<file path="config.mk">
export PLATFORM = sky130hd
export DESIGN_NAME = calc_text_renderer
export DESIGN_NICKNAME = d
export VERILOG_FILES = /design/src/rtl/calc_text_renderer.sv
export SDC_FILE = /design/constraint.sdc
export NUM_CORES = 1
export LEC_CHECK = 0
export ABC_AREA = 1
export BUFFER_PORTS_ARGS = -buffer_cell sky130_fd_sc_hd__buf_2
export CAP_MARGIN = 0
export CORE_ASPECT_RATIO = 2
export CORE_UTILIZATION = 55
export CTS_CLUSTER_SIZE = 30
export DETAILED_ROUTE_END_ITERATION = 12
export GPL_TIMING_DRIVEN = 0
export PLACE_DENSITY = 0.78
export SYNTH_ARGS = -nofsm -noshare
export SYNTH_HDL_FRONTEND = slang
export SYNTH_SLANG_ARGS = --single-unit
</file>
<file path="constraint.sdc">
create_clock -name clk -period 1.7 [get_ports clk]
set_input_delay 0.425 -clock clk [delete_from_list [all_inputs] [get_ports clk]]
set_output_delay 0.425 -clock clk [all_outputs]
set_load 0.03 [all_outputs]
</file>
<file path="src/rtl/calc_text_renderer.sv">
`default_nettype none
// ============================================================================
// calc_text_renderer: one-row character buffer mapped onto VGA scan cells,
// glyph-generator drive and 2-tick pixel/sync pipeline; buffer updates are
// deferred to vertical blanking. Optional blinking cursor: TEXT_CURSOR_EN.
// Revision: 1.0
// ============================================================================
module calc_text_renderer #(
    parameter int COLS         = 16,
    parameter int ORIGIN_X     = 64,
    parameter int ORIGIN_Y     = 224,
    parameter int V_ACTIVE     = 480,
    parameter int BLINK_FRAMES = 32
) (
    input  logic                    clk,
    input  logic                    rst_n,
    input  logic                    pix_en,
    input  logic [9:0]              x,
    input  logic [9:0]              y,
    input  logic                    video_on,
    input  logic                    hsync_in,
    input  logic                    vsync_in,
    input  logic                    wr_valid,
    output logic                    wr_ready,
    input  logic [$clog2(COLS)-1:0] wr_addr,
    input  logic [7:0]              wr_char,
    input  logic                    clear_req,
    output logic                    clear_busy,
    input  logic [$clog2(COLS)-1:0] cursor_pos,
    output logic [7:0]              ascii_code,
    output logic [4:0]              char_x,
    output logic [4:0]              char_y,
    input  logic                    glyph_pixel,
    output logic                    pixel_on,
    output logic                    hsync_out,
    output logic                    vsync_out,
    output logic                    video_on_out
);
    localparam int          AW      = $clog2(COLS);
    localparam logic [10:0] C_X0    = 11'(ORIGIN_X);
    localparam logic [10:0] C_X_END = 11'(ORIGIN_X + 32 * COLS);
    localparam logic [10:0] C_Y0    = 11'(ORIGIN_Y);
    localparam logic [10:0] C_Y_END = 11'(ORIGIN_Y + 32);
    localparam logic [9:0]  C_VACT  = 10'(V_ACTIVE);
    localparam logic [7:0]  C_SPACE = 8'd32;

    typedef enum logic [0:0] {
        ST_IDLE  = 1'b0,
        ST_CLEAR = 1'b1
    } state_t;

    state_t       r_state;
    logic [AW-1:0] r_cnt;
    logic          r_clear_pend;
    logic [7:0]    r_buf [COLS];

    logic          r_in_win;
    logic [AW-1:0] r_cell;
    logic          r_hs_s1;
    logic          r_vs_s1;
    logic          r_vid_s1;

    logic [9:0] w_xo;
    logic [9:0] w_yo;
    logic       w_in_win;
    logic       w_vblank;
    logic       w_cursor_hit;

    assign w_xo     = x - 10'(ORIGIN_X);
    assign w_yo     = y - 10'(ORIGIN_Y);
    assign w_in_win = ({1'b0, x} >= C_X0) && ({1'b0, x} < C_X_END) &&
                      ({1'b0, y} >= C_Y0) && ({1'b0, y} < C_Y_END);
    assign w_vblank = (y >= C_VACT);

    assign wr_ready   = rst_n && (r_state == ST_IDLE) && w_vblank && !r_clear_pend;
    assign clear_busy = r_clear_pend || (r_state == ST_CLEAR);
    assign ascii_code = r_in_win ? r_buf[r_cell] : 8'd0;

    // Write/clear scheduler; the buffer only ever changes here.
    always_ff @(posedge clk or negedge rst_n) begin
        if (!rst_n) begin
            r_state      <= ST_IDLE;
            r_cnt        <= '0;
            r_clear_pend <= 1'b0;
            for (int i = 0; i < COLS; i++) begin
                r_buf[i] <= C_SPACE;
            end
        end else begin
            case (r_state)
                ST_IDLE: begin
                    if (wr_valid && wr_ready) begin
                        r_buf[wr_addr] <= wr_char;
                    end
                    if (clear_req) begin
                        r_clear_pend <= 1'b1;
                    end
                    if (r_clear_pend && w_vblank) begin
                        r_state <= ST_CLEAR;
                        r_cnt   <= '0;
                    end
                end
                ST_CLEAR: begin
                    r_buf[r_cnt] <= C_SPACE;
                    if (r_cnt == AW'(COLS - 1)) begin
                        r_state      <= ST_IDLE;
                        r_clear_pend <= 1'b0;
                    end else begin
                        r_cnt <= r_cnt + 1'b1;
                    end
                end
                default: r_state <= ST_IDLE;
            endcase
        end
    end

    always_ff @(posedge clk or negedge rst_n) begin
        if (!rst_n) begin
            r_in_win <= 1'b0;
            r_cell   <= '0;
            char_x   <= '0;
            char_y   <= '0;
            r_hs_s1  <= 1'b0;
            r_vs_s1  <= 1'b0;
            r_vid_s1 <= 1'b0;
        end else if (pix_en) begin
            r_in_win <= w_in_win;
            r_cell   <= w_xo[5 +: AW];
            char_x   <= w_xo[4:0];
            char_y   <= w_yo[4:0];
            r_hs_s1  <= hsync_in;
            r_vs_s1  <= vsync_in;
            r_vid_s1 <= video_on;
        end
    end

    always_ff @(posedge clk or negedge rst_n) begin
        if (!rst_n) begin
            pixel_on     <= 1'b0;
            hsync_out    <= 1'b0;
            vsync_out    <= 1'b0;
            video_on_out <= 1'b0;
        end else if (pix_en) begin
            pixel_on     <= (glyph_pixel & r_in_win & r_vid_s1) | w_cursor_hit;
            hsync_out    <= r_hs_s1;
            vsync_out    <= r_vs_s1;
            video_on_out <= r_vid_s1;
        end
    end

`ifdef TEXT_CURSOR_EN
    localparam int BW = $clog2(BLINK_FRAMES + 1);

    logic [BW-1:0] r_frame;
    logic          r_blink;
    logic          r_vs_prev;

    // Frames are counted on raw vsync rising edges, independent of pix_en.
    always_ff @(posedge clk or negedge rst_n) begin
        if (!rst_n) begin
            r_frame   <= '0;
            r_blink   <= 1'b0;
            r_vs_prev <= 1'b0;
        end else begin
            r_vs_prev <= vsync_in;
            if (vsync_in && !r_vs_prev) begin
                if (r_frame == BW'(BLINK_FRAMES - 1)) begin
                    r_frame <= '0;
                    r_blink <= ~r_blink;
                end else begin
                    r_frame <= r_frame + 1'b1;
                end
            end
        end
    end

    assign w_cursor_hit = r_in_win && (r_cell == cursor_pos) &&
                          (char_y >= 5'd29) && r_blink;

    logic w_unused;
    assign w_unused = ^{w_xo, w_yo};
`else
    assign w_cursor_hit = 1'b0;

    logic w_unused;
    assign w_unused = ^{w_xo, w_yo, cursor_pos};
`endif

endmodule
`default_nettype wire
</file>
==> impl_metrics.py <==
metrics = {
    "floorplanning": {
        "initial_utilization_pct": 55.9,
        "core_mm2": 0.0167,
        "die_x_um": 94.1,
        "fp-row-count": 67,
        "fp.dieArea_mm2": 0.0175,
        "ioPinCount": 69,
        "fp.dieH_um": 186,
    },
    "synth": {
        "ys_ff_latch": 156,
        "netlist_area_mm2": 0.00933,
        "ys_top_cells_by_area": "dfrtp_1, nand2_1, nand3_1, dfstp_2, inv_1",
        "synth.top_cell.area_share_pct": 37.6,
        "yosys.area.top_type": "dfrtp_1",
        "syn-mean-instance-area_um2": 6.69,
        "yosys_warnings": 0,
        "ys_seq_area_share_pct": 42.1,
        "synthCells": 1394,
        "synth_cell_types": 32,
        "syn_nets": 1445,
    },
    "setup_path": {
        "end_kind": "primary output",
        "critical_path_buf_inv_count": 2,
        "worstSetupPathType": "reg2out",
        "required_ps": 1270,
        "cp_slowest_cell": "dfrtp_2",
        "crit_cells": 6,
        "cp.arrival_ps": 2090,
        "cp_common_cell": "nand3_4",
        "regToRegSetupSlack_ps": -40,
        "critPathTopFamily": "buffers and inverters",
        "cp_max_fo": 10,
        "setup.worst_path.start_class": "flip-flop",
        "reg2reg_depth": 9,
        "critPathMaxStageDelay_ps": 490,
        "path_cells": "buf_2, nand2_1, nand3_4, nand3_4, a21oi_4, buf_6",
    },
    "routing": {
        "top_layer": "met4",
        "dr_wl_met3_um": 4010,
        "drc": 0,
        "finalWirelength_um": 40200,
        "via_per_inst": 6.07,
        "drtPass1Iterations": 5,
        "wl_per_cell_um": 23.3,
        "vias": 10468,
        "m1WireLength_um": 12900,
        "dr.first_iter.drc_count": 1147,
        "wl_met2_um": 18600,
        "ant_nets": 0,
    },
    "flow_run": {
        "drv_cap": 0,
    },
    "power": {
        "comb_power_share_pct": 41.2,
        "p_seq_share_pct": 31.2,
        "swShare_pct": 42.4,
        "clockPowerShare_pct": 27.5,
        "ir_worst_vdd_mv": 1.37,
        "p_leak_nw": 6.24,
        "power_density_mw_per_mm2": 1260,
        "power_switching_w": 0.00631,
        "intPower_w": 0.00858,
        "p_total_w": 0.0149,
    },
    "clock_network": {
        "cts_buffers": 17,
        "tritoncts": "yes",
        "clk_latency_ps": 440,
        "clock_path_buffers": 2,
        "cts_root_buf": "clkbuf_16",
        "htree_levels": 4,
        "clock-sinks": 156,
        "cts.clk_slew.worst_paths_ps": 70,
    },
    "timing": {
        "fin_crit_ps": 2510,
        "fmax_mhz": 398,
        "holdWs_ps": 57.5,
        "hold_viol": 0,
        "rsz0062_at_grt": "yes",
        "relSlewSlack_pct": 29.6,
        "layout_setup_ws_ps": -811,
        "period_share_pct": 148,
        "tightestPinTransition_ps": 1060,
        "setup_viol": 29,
        "slew_violations": 0,
        "finClkSkew_ps": 5.67,
    },
    "grt": {
        "grt_max_degree": 42,
        "grt_overflow": 0,
        "grt_pass1_wl_um": 58800,
        "gr-usage-all-layers_pct": 47.3,
        "antenna_found_initial": 0,
        "grt_pass1_vias": 9968,
    },
    "cells_and_area": {
        "drive_above_1_share_pct": 21.1,
        "final_cell_mix": "nand2_1, nand3_1, dfrtp_1",
        "synthToLayoutAreaGrowth_pct": 26.8,
        "final_common_cell": "nand2_1",
        "nets": 1556,
        "diodes": 0,
    },
    "worst_hold_path": {
        "hp-class": "in2async",
    },
    "place": {
        "portBuffers": 56,
        "routabilityCongestion": 0.992,
        "place_hpwl_um": 26900,
        "place_ws_ps": -1170,
    },
    "status": {
        "outcome": "complete, but fails checks",
        "failed_checks": "negative setup slack",
    },
}
[registers in the layout, indices dropped and copies added, names as in the netlist, 4 cells and up]
register  cells
r_buf       128
r_cnt         4
char_x        5
char_y        5
r_cell        4
[cells by family (layout without fill, tap and decap cells)]
group | count (synthesis) | count (layout) | share of synthesized area (%)
simple gates | 996 | 996 | 46.3
buf+inv | 197 | 321 | 8.60
flops | 156 | 156 | 42.1
compound gates | 38 | 38 | 2.09
fa+ha+maj | 6 | 6 | 0.805
xor+xnor | 1 | 1 | 0.0939
[power groups by stage]
stage	clock [W]	sequential (W)	combinational [W]
detailed placement	0	0.00464	0.00506
global route	0.00427	0.00469	0.00649
global placement	0	0.00462	0.00500
CTS	0.00410	0.00460	0.00552
finish	0.00410	0.00465	0.00614
floorplan	0	0.00461	0.00327
[routing by layer]
metal | GRT usage, % | vias to the layer above
met4 | 48.1 | 0
met3 | 14.1 | 247
li1 | - | 4674
met1 | 48.3 | 4924
met2 | 74.3 | 623
met5 | 0 | -
[worst register-to-register path, delay by kind of cell (launching register included)]
| family | cells | cell delay (ps) |
|---|---|---|
| simple gates | 6 | 820 |
| flops | 1 | 410 |
| buf+inv | 3 | 440 |
[repair_timing]
action,in CTS,in global routing
endpoints found under the hold margin,66,0
pin swaps,10,27
hold buffers,5,0
gates resized for setup,122,93
setup endpoints to repair,143,124
setup buffers,12,16
cloned,5,1
[layout make-up]
class	count	area [µm²]
Timing Repair Buffer	95	820
Multi-Input combinational cell	1041	5170
Fill cell	1410	4860
Clock inverter	11	169
Inverter	120	475
Sequential cell	156	3930
Timing Repair inverter	1	7.51
Clock buffer	21	450
Tap cell	207	259
Buffer	73	542
[through the flow]
stage          setup TNS [ps]  area (µm²)  util (%)  instances
3_5_place_dp          -127890       10100      60.4       1658
6_report                -6710       11800      70.9       1725
3_3_place_gp          -699080       10000      60.1       1657
5_1_grt                 -8110       11800      70.9       1725
4_1_cts                 -6100       11400      68.4       1710
2_1_floorplan               0        9490         -       1394
[final timing paths]
check / from / to
worst max-delay path: r_cell[1] / ascii_code[4]
worst min-delay path: rst_n / r_buf[39]
worst max register to register: r_state / r_buf[117]
worst min register to register: r_buf[21] / r_buf[21]
max in group asynchronous: rst_n / r_cnt[0]
min in group clk: y[4] / char_y[4]
[synthesized netlist by cell type]
cell type,count
clkinv_1,2
clkinv_2,1
dfstp_2,16
dfrtp_1,140
nor2_8,2
nand2_1,566
nor2_1,37
buf_4,6
nand2_2,1
a21oi_1,14
inv_2,7
nand4_1,1
buf_8,1
nand3_2,1
or2_2,1
o21ai_1,6
inv_1,110
clkbuf_2,1
ha_1,6
nand2_4,1
a211oi_1,1
nor2_4,7
buf_6,1
o21ai_0,16
nor2_2,2
nand3_1,376
and2_1,1
buf_2,15
buf_1,16
clkbuf_1,37
xor2_1,1
o21bai_1,1
No activity file was read; power rests on OpenSTA's default activity.
